<file path="config.mk">
export PLATFORM = sky130hd
export DESIGN_NAME = mem_access
export DESIGN_NICKNAME = d
export VERILOG_FILES = /design/src/rtl/mem_access.sv
export SDC_FILE = /design/constraint.sdc
export NUM_CORES = 1
export LEC_CHECK = 0
export ABC_AREA = 1
export ABC_CLOCK_PERIOD_IN_PS = 1800
export BUFFER_PORTS_ARGS = -buffer_cell sky130_fd_sc_hd__buf_2
export CAP_MARGIN = 20
export CORE_ASPECT_RATIO = 0.6
export CORE_UTILIZATION = 33
export CTS_BUF_LIST = sky130_fd_sc_hd__clkbuf_8
export CTS_CLUSTER_DIAMETER = 200
export DETAILED_ROUTE_END_ITERATION = 6
export PLACE_DENSITY = 0.55
export SLEW_MARGIN = 40
export SYNTH_ARGS = -nofsm -noshare
export SYNTH_HDL_FRONTEND = slang
export SYNTH_SLANG_ARGS = --single-unit
</file>
<file path="constraint.sdc">
create_clock -name clk -period 1.8 [get_ports clk]
set_input_delay 0.09 -clock clk [delete_from_list [all_inputs] [get_ports clk]]
set_output_delay 0.09 -clock clk [all_outputs]
set_load 0.05 [all_outputs]
</file>
<file path="src/rtl/mem_access.sv">
`default_nettype none
`timescale 1ns/1ps
// +------------------------------------------------------------------------+
// | mem_access: memory stage - ALU passthrough, load/store bus handshake.  |
// | Revision: 1.0                                                          |
// +------------------------------------------------------------------------+
module mem_access #(
  parameter int TIMEOUT = 16,
  parameter int TO_W    = 5
) (
  input  logic        clk,
  input  logic        rst_n,
  input  logic        EX_x_rd_vld,
  input  logic [31:0] EX_x_rd,
  input  logic [4:0]  EX_rd_idx,
  input  logic [31:0] EX_MEMaddr,
  input  logic [3:0]  EX_MEMrden,
  input  logic [3:0]  EX_MEMwren,
  input  logic [31:0] EX_MEMwrdata,
  output logic        stall,
  output logic        dbus_req,
  output logic        dbus_we,
  output logic [31:0] dbus_addr,
  output logic [3:0]  dbus_be,
  output logic [31:0] dbus_wdata,
  input  logic [31:0] dbus_rdata,
  input  logic        dbus_ack,
  output logic        MEM_x_rd_vld,
  output logic [31:0] MEM_x_rd,
  output logic [4:0]  MEM_rd_idx,
  output logic        MEM_err
);

  typedef enum logic [1:0] {
    IDLE   = 2'd0,
    ACCESS = 2'd1,
    RESP   = 2'd2
  } state_t;

  state_t          state;
  state_t          state_nx;
  logic [TO_W-1:0] cnt;
  logic            cap_we;
  logic            cap_load;
  logic [3:0]      cap_be;
  logic [29:0]     cap_addr;
  logic [31:0]     cap_wdata;
  logic [4:0]      cap_idx;
  logic [31:0]     rdata_q;
  logic            fault;

  logic memreq;
  logic bad_req;
  logic timed_out;

  assign memreq    = (|EX_MEMrden) | (|EX_MEMwren);
  // Conflicting enables, or a full-word access that is not word aligned.
  assign bad_req   = ((|EX_MEMrden) && (|EX_MEMwren)) ||
                     (((EX_MEMrden == 4'hF) || (EX_MEMwren == 4'hF)) &&
                      (EX_MEMaddr[1:0] != 2'b00));
  assign timed_out = (cnt == TO_W'(TIMEOUT - 1));

  always_ff @(posedge clk or negedge rst_n) begin
    if (!rst_n) state <= IDLE;
    else        state <= state_nx;
  end

  always_comb begin
    state_nx   = state;
    stall      = 1'b0;
    dbus_req   = 1'b0;
    dbus_we    = 1'b0;
    dbus_addr  = 32'd0;
    dbus_be    = 4'd0;
    dbus_wdata = 32'd0;
    case (state)
      IDLE: begin
        stall = rst_n && memreq;
        if (memreq) state_nx = bad_req ? RESP : ACCESS;
      end
      ACCESS: begin
        stall      = rst_n;
        dbus_req   = 1'b1;
        dbus_we    = cap_we;
        dbus_addr  = {cap_addr, 2'b00};
        dbus_be    = cap_be;
        dbus_wdata = cap_wdata;
        if (dbus_ack || timed_out) state_nx = RESP;
      end
      RESP:    state_nx = IDLE;
      default: state_nx = IDLE;
    endcase
  end

  always_ff @(posedge clk or negedge rst_n) begin
    if (!rst_n) begin
      cnt          <= '0;
      cap_we       <= 1'b0;
      cap_load     <= 1'b0;
      cap_be       <= 4'd0;
      cap_addr     <= 30'd0;
      cap_wdata    <= 32'd0;
      cap_idx      <= 5'd0;
      rdata_q      <= 32'd0;
      fault        <= 1'b0;
      MEM_x_rd_vld <= 1'b0;
      MEM_x_rd     <= 32'd0;
      MEM_rd_idx   <= 5'd0;
      MEM_err      <= 1'b0;
    end else begin
      case (state)
        IDLE: begin
          MEM_err <= 1'b0;
          if (!memreq) begin
            MEM_x_rd_vld <= EX_x_rd_vld;
            MEM_x_rd     <= EX_x_rd;
            MEM_rd_idx   <= EX_rd_idx;
          end else begin
            MEM_x_rd_vld <= 1'b0;
            fault        <= bad_req;
            cap_we       <= |EX_MEMwren;
            cap_load     <= |EX_MEMrden;
            cap_be       <= EX_MEMwren | EX_MEMrden;
            cap_addr     <= EX_MEMaddr[31:2];
            cap_wdata    <= EX_MEMwrdata;
            cap_idx      <= EX_rd_idx;
            cnt          <= '0;
          end
        end
        ACCESS: begin
          cnt <= cnt + 1'b1;
          // An ack in the final counted cycle takes priority over the timeout.
          if (dbus_ack)       rdata_q <= dbus_rdata;
          else if (timed_out) fault   <= 1'b1;
        end
        RESP: begin
          MEM_x_rd_vld <= cap_load && !fault;
          MEM_x_rd     <= rdata_q;
          MEM_rd_idx   <= cap_idx;
          MEM_err      <= fault;
          cnt          <= '0;
        end
        default: ;
      endcase
    end
  end

endmodule
`default_nettype wire

</file>
# [After elaboration in Yosys (flattened, before gate mapping)]
# Index checks and enable logic that the tools add are counted.
[word_totals] regBits=152 input_bits=145 elab_cells=71
[op_classes] add_sub_neg=1 n_eq_ne=10 mux=23 n_bitwise=2 n_reduce_logical=21
[ops] op="$mux 32" count=3
[ops] op="$pmux 32 s2" count=1
[ops] op="$pmux 5 s3" count=1
[ops] op="$mux 5" count=2
[ops] op="$ne 2x2->1 const B" count=5
[ops] op="$pmux 5 s2" count=1
[ops] op="$reduce_and 2->1" count=5
[ops] op="$eq 4x4->1 const B" count=2
[ops] op="$pmux 1 s2" count=4
[ops] op="$reduce_or 4->1" count=2
[ops] op="$mux 1" count=6
[ops] op="$mux 2" count=3
[ops] op="$reduce_bool 2->1" count=3
[ops] op="$add 5x1->5 const B" count=1
[ops] op="$eq 5x4->1 const B" count=1
[ops] op="$logic_and 1x1->1" count=4
[ops] op="$mux 4" count=1
[ops] op="$or 4x4->4" count=1
[ops] op="$pmux 2 s2" count=1
[ops] op="$reduce_and 4->1" count=1
[ops] op="$logic_or 1x1->1" count=3
[ops] op="$reduce_bool 3->1" count=1
[ops] op="$eq 2x1->1 const B" count=1
[ops] op="$eq 2x2->1 const B" count=1
[ops] op="other kinds (3)" count=3

# [Depth between registers and ports, before layout]
# Gate-level depths: netlist (run 1).
[logic_depth] ltp_word=7 ltp_mapped=10 mapped_depth_nobuf=10

# [Worst setup path before layout (run 1)]
# Ideal clock, no wire load.
[synth_timing] kind="reg-to-output" startpoint="reg state[0]" endpoint="out dbus_addr[10]" arrival_time_ns=1.877 t_required_ns=1.710 path_slack_ns=-0.167 path_stages_with_launch=6 path_buffers=1 cell_sequence="dfrtp_1 -> inv_2 -> nor2_4 -> inv_2 -> clkbuf_1 -> nor2_1"
[synth_between] elab_chain_len=2
[synth_rtl] item="from (decl)" line="40" rtl="state_t state;"
[synth_rtl] item="from (signal assigned)" line="65" rtl="else state <= state_nx;"
[synth_rtl] item="$eq 2x1->1" line="76" rtl="case (state)"
[synth_rtl] item="$mux 32" line="76"
[synth_rtl] item="to (decl)" line="23" rtl="output logic [31:0] dbus_addr,"
# Every way passes these cells.

# [Worst setup path after layout (run 1)]
[layout_timing] startpoint="reg state[0]" endpoint="out dbus_addr[21]"
# The elaborated chain is that of the path after synthesis.

==> run metrics, run 1 <==
outcome=finished clean; Die Footprint=0.0213 sq mm; CTS tree=built; Power per Cell Area=1450 mW/mm^2; setup TNS=0 ns; Synth Register Bits=152; leakage=0.00573 uW; layout cell share with drive strength beyond 1=30.5%; total number of vias=6750; cells along the critical path=inv_4 -> nor2_4 -> inv_4 -> buf_12 -> nor2_2 -> buf_6; clock tree sinks=152; GRT Util Overall=19.8%; die height=113 microns; drc violations=0; Starting Density=33.9%; CTS root buf=clkbuf_8; Crit-path slowest cell=dfrtp_2; worst endpoint required time=1.71 ns; Worst-Skew Late Latency=0.46 ns; setup repair after global routing missed its margin=true; syn avg cell area=8.03 sq um; GPL Wtd Cong=0.758; relative slew slack=66.1%; CP Class=flip-flop to output port; I/O pin count=255; Post-DRT Antenna Nets=0; Multi-input gate area=0.00252 sq mm; worst stage delay on the critical path=0.44 ns; final setup vio count=0; period utilisation layout=99.0%; Finished Cell Area=0.0110 sq mm; Clock Skews=0.00890 ns; Die Width=188 microns; area grow syn2layout=61.6%; Critical Path AT=1.69 ns; DP HPWL=12.7 mm; Fillers=1856; crit-path leading delay family=buffers and inverters; I/O Buffers=252; pin count of the biggest net entering global routing=88; H-tree depth=4; antenna violations before repair=0; Pre-antenna DRT Iters=4; number of diodes=0; CP bufs+invs=4; Max Fanout on Critical Path=22; grt total ovfl=0; fmax=0.561 GHz; Yosys cell types=25; Hold Vio Cnt, Final=0; first-pass GRT wire length=33.5 mm; pre-CTS setup slack=0.203 ns; total wire length=21.3 mm; Vias/cell=4.42; Setup WS post-layout=0.0186 ns; cell count after synthesis=850; Tot Pwr=16000 uW; Worst Tran Pin Value=0.509 ns; row count=40; FF/Latch Area=0.00381 sq mm; CP most frequent cell=inv_4; Final Slew Violations=0; Tmin final=1.78 ns; Wirelength per Cell=14.0 microns; Worst Setup End Kind=output port; mapped cell area=0.00683 sq mm; Core Region=0.0201 sq mm; Seq/Total Area, Yosys=55.7%; max-cap violation count=0; vias in the first global route=6644; Worst-path clk slew=0.08 ns; Worst VDD drop=0.000852 V; HP Class=input port to flip-flop; number of CTS-inserted buffers=17; initial drt markers=269; maximum clock insertion buffer count=2; YS warnings=0; crit start category=flip-flop; post-place instance area=0.00847 sq mm; nets@finish=1389
==> flip-flops by register name, indices dropped and copies added, names as in the netlist, 2 cells and up <==
register    flops
MEM_rd_idx      5
MEM_x_rd       32
cap_addr       30
cap_be          4
cap_idx         5
cap_wdata      32
cnt             5
rdata_q        32
state           2
==> per-stage QoR <==
| stage | hold WS, ns | utilization [%] | cells |
|---|---|---|---|
| global placement | -0.00194 | 42.1 | 1347 |
| CTS | 0.0615 | 52.4 | 1523 |
| finish | 0.0861 | 54.8 | 1528 |
| global route | 0.0844 | 54.8 | 1528 |
| detailed placement | 0.00137 | 42.1 | 1347 |
| floorplan | -0.206 | - | 851 |
==> Yosys cell counts (all sizes together) <==
cell	number	area (sq um)
clkbuf	17	65.1
inv	115	432
nor2	109	439
a31oi	1	6.26
nand3	44	220
mux2	1	11.3
dfrtp	152	3800
a22o	1	8.76
o21ai	116	584
nand3b	1	7.51
a21oi	36	180
or2	3	18.8
buf	33	200
nand2	218	823
ha	2	25.0
conb	1	3.75
==> metal layers <==
| layer | global-route usage [%] | vias up | routed length [microns] |
|---|---|---|---|
| met5 | 0 | - | 0 |
| met4 | 4.77 | 0 | 254 |
| met3 | 5.82 | 22 | 1490 |
| met2 | 30.3 | 217 | 9500 |
| met1 | 27.7 | 3113 | 10100 |
| li1 | - | 3398 | - |
==> power breakdown <==
part | switching, uW | total (uW) | leakage, uW | internal (uW)
clock network | 1350 | 3070 | 0.000241 | 1720
logic | 5100 | 7350 | 0.00370 | 2260
registers | 584 | 5590 | 0.00180 | 5000
total | 7030 | 16000 | 0.00573 | 8980
==> final cells by class <==
| type | instances | share of cell area, % |
|---|---|---|
| flip-flops and latches | 152 | 34.5 |
| inverters | 115 | 3.96 |
| well taps | 273 | 3.10 |
| clock inverters | 13 | 1.81 |
| clock buffers | 19 | 2.37 |
| repair buffers | 422 | 31.5 |
| multi-input cells | 534 | 22.8 |
==> final timing paths <==
check	start	to	slack, ns	cells past startpoint
max in group asynchronous	rst_n	cap_wdata[9]	0.85	3
setup reg to reg	state[0]	cap_addr[24]	0.24	7
hold / removal	EX_MEMaddr[1]	state[0]	0.09	5
hold reg to reg	MEM_x_rd[5]	MEM_x_rd[5]	0.47	2
min in group asynchronous	rst_n	rdata_q[19]	0.14	2
setup / recovery	state[0]	dbus_addr[21]	0.02	6
==> worst reg2reg max path, delay by kind of cell, from the launching register on <==
family,cells,cell delay [ns]
buf+inv,3,0.47
simple gates,3,0.44
flops,1,0.46
compound gates,1,0.09
==> cells by family (layout without fill, tap and decap cells) <==
kind of cell               Yosys count  after routing  synth area share, %
muxes                                1              1                0.165
buffers and inverters              165            569                 10.2
other                                1              2               0.0549
AOI/OAI and AO/OA                  154            154                 11.4
and+or+nand+nor                    375            375                 22.1
adders and majority gates            2              2                0.366
DFF                                152            152                 55.7
==> what timing repair did <==
action	4_1_cts	5_1_grt
gates cloned	0	3
endpoints found under the hold margin	294	0
pin swaps	0	1
hold buffers	142	0
gates resized for setup	68	140
setup endpoints to repair	68	68
setup buffers	2	2
==> layout by cell type (no fill, tap or decap), types with 3 or more instances in the layout <==
cell	n
nand2_1	215
buf_2	183
dfrtp_1	150
dlygate4sd3_1	142
inv_1	113
o21ai_0	82
buf_6	62
nor2_1	51
nor2_2	47
nand3_1	44
a21oi_1	35
o21ai_1	33
buf_4	20
clkbuf_8	19
nor2_4	11
buf_12	8
bufinv_16	5
buf_8	5
clkinv_2	4
nand2_2	3
or2_2	3
(Power assumes the default switching activity.)
==> inputs of run 2 (changes only) <==
- ABC_CLOCK_PERIOD_IN_PS: 1800 -> 1850
- PLACE_DENSITY: 0.55 -> 0.56
- clock period: 1.8 -> 1.85 ns (I/O delays scaled with it)
==> run metrics, run 2 (synthesis gave the netlist of run 1 again) <==
crit-path leading delay family=buffers and inverters; commonest non-fill, non-tap cell in the layout=nand2_1; Crit-path slowest cell=dlygate4sd3_1; layout cell share with drive strength beyond 1=27.8%; setup repair after global routing missed its margin=true; CTS root buf=clkbuf_8; switching power total=6780 uW; outcome=finished clean; Worst Setup End Kind=flip-flop; GRT Util Overall=19.7%; Worst VDD drop=0.00102 V; Worst-Skew Late Latency=0.45 ns; Reg power frac=34.4%; Hold Vio Cnt, Final=0; worst setup path start=state[0]; total wire length=20.5 mm; worst stage delay on the critical path=0.55 ns; Setup WS post-layout=0.0302 ns; Wirelength per Cell=13.4 microns; initial drt markers=325; pin count of the biggest net entering global routing=82; clock tree sinks=152; HP Class=input port to flip-flop; CP bufs+invs=3; Net Sw Frac=43.1%; Die Footprint=0.0213 sq mm; Clock Skews=0.00601 ns; commonest cells after routing, fill and taps aside=nand2_1, buf_2, dfrtp_1; Starting Density=33.9%; H-tree depth=4; I/O pin count=255; maximum clock insertion buffer count=2; first-pass GRT wire length=33.1 mm; die height=113 microns; Hold Path Origin=EX_MEMaddr[0]; Worst-path clk slew=0.09 ns; top flop regs=MEM_x_rd (32), cap_wdata (32), rdata_q (32); CP Class=flip-flop to flip-flop; Clk network pwr share=20.8%; period utilisation layout=98.4%; Max Fanout on Critical Path=7; Pre-antenna DRT Iters=5; Final Slew Violations=0; nets@finish=1387; area grow syn2layout=57.3%; vias in the first global route=6550; crit start category=flip-flop; worst endpoint required time=2.19 ns; Gate power share=44.8%; grt total ovfl=0; Tmin final=1.82 ns; internal power=8940 uW; GPL Wtd Cong=0.802; max-cap violation count=0; antenna violations before repair=0; total number of vias=6654; Power per Cell Area=1460 mW/mm^2; leakage=0.00568 uW; setup TNS=0 ns; cells along the critical path=inv_4 -> nor2_4 -> buf_4 -> nand2_2 -> mux2_2 -> dlygate4sd3_1; row count=40; fmax=0.550 GHz; Final Core Density=53.4%; pre-CTS setup slack=0.0846 ns; Post-DRT Antenna Nets=0; drc violations=0; DP HPWL=13.0 mm; Critical Path AT=2.16 ns; Tot Pwr=15700 uW; worst r2r src=state[0]; Die Width=188 microns; number of CTS-inserted buffers=17; Vias/cell=4.36; I/O Buffers=252; Core Region=0.0201 sq mm; final setup vio count=0; CTS tree=built
==> run 2: cell types whose count changed in the layout (fill, tap and decap cells not counted), sizes merged <==
cell      before  now
buf          278  267
clkbuf        21   29
clkinv         6    3
bufinv         5    7
clkinvlp       0    2
diode          0    1
==> run 2: area by class of cell <==
| cell class | instances | area (sq um) |
|---|---|---|
| repair buffers | 420 | 3250 |
| diodes | 1 | 2.50 |
| fillers | 1905 | 9380 |
| well taps | 273 | 342 |
| flip-flops and latches | 152 | 3810 |
| inverters | 115 | 437 |
| clock inverters | 14 | 268 |
| clock buffers | 18 | 248 |
| multi-input cells | 534 | 2400 |
==> run 2: repair_timing <==
| action | 4_1_cts | 5_1_grt |
|---|---|---|
| buffers inserted | 3 | 1 |
| gates resized for setup | 66 | 45 |
| endpoints found under the setup margin | 68 | 35 |
| hold buffers | 142 | 0 |
| hold endpoints to repair | 293 | 0 |
| pin swaps | 1 | 1 |
| gates cloned | 1 | 0 |
==> run 2: metrics by stage <==
stage | cells | instance area, sq um | hold slack [ns]
6_report | 1527 | 10700 | 0.0901
5_1_grt | 1526 | 10700 | 0.0899
4_1_cts | 1525 | 10600 | 0.0527
3_5_place_dp | 1347 | 8450 | 0.0110
3_3_place_gp | 1347 | 8450 | 0.0212
2_1_floorplan | 851 | 6850 | -0.203
==> run 2: worst register-to-register path, cell delays in order, from the launching register on <==
cell	delay, ns
dfrtp_2	0.44
inv_4	0.11
nor2_4	0.06
buf_4	0.15
nand2_2	0.08
mux2_2	0.33
dlygate4sd3_1	0.55
==> run 2: path summary, 6_finish.rpt <==
| check | to | slack, ns | depth (start not counted) |
|---|---|---|---|
| worst min register to register | MEM_x_rd[8] | 0.47 | 2 |
| worst min-delay path | state[0] | 0.09 | 5 |
| worst max-delay path | rdata_q[31] | 0.03 | 6 |
| min in group asynchronous | MEM_x_rd[17] | 0.10 | 2 |
| worst max register to register | rdata_q[31] | 0.03 | 6 |
| max in group asynchronous | cap_addr[13] | 0.99 | 3 |
==> run 2: power by group through the flow <==
stage / registers, uW / clock network, uW / logic, uW
2_1_floorplan: 6830 / 0 / 3440
3_3_place_gp: 5440 / 0 / 6580
3_5_place_dp: 5480 / 0 / 6610
4_1_cts: 5410 / 3370 / 7000
5_1_grt: 5590 / 3520 / 7830
6_report: 5410 / 3280 / 7040
==> run 2: layer usage <==
layer / global-route usage (%) / vias up / share of wire, %
li1: - / 3392 / -
met1: 28.5 / 3016 / 49
met2: 28.9 / 227 / 43
met3: 5.45 / 19 / 7.0
met4: 5.53 / 0 / 1.1
met5: 0 / - / 0
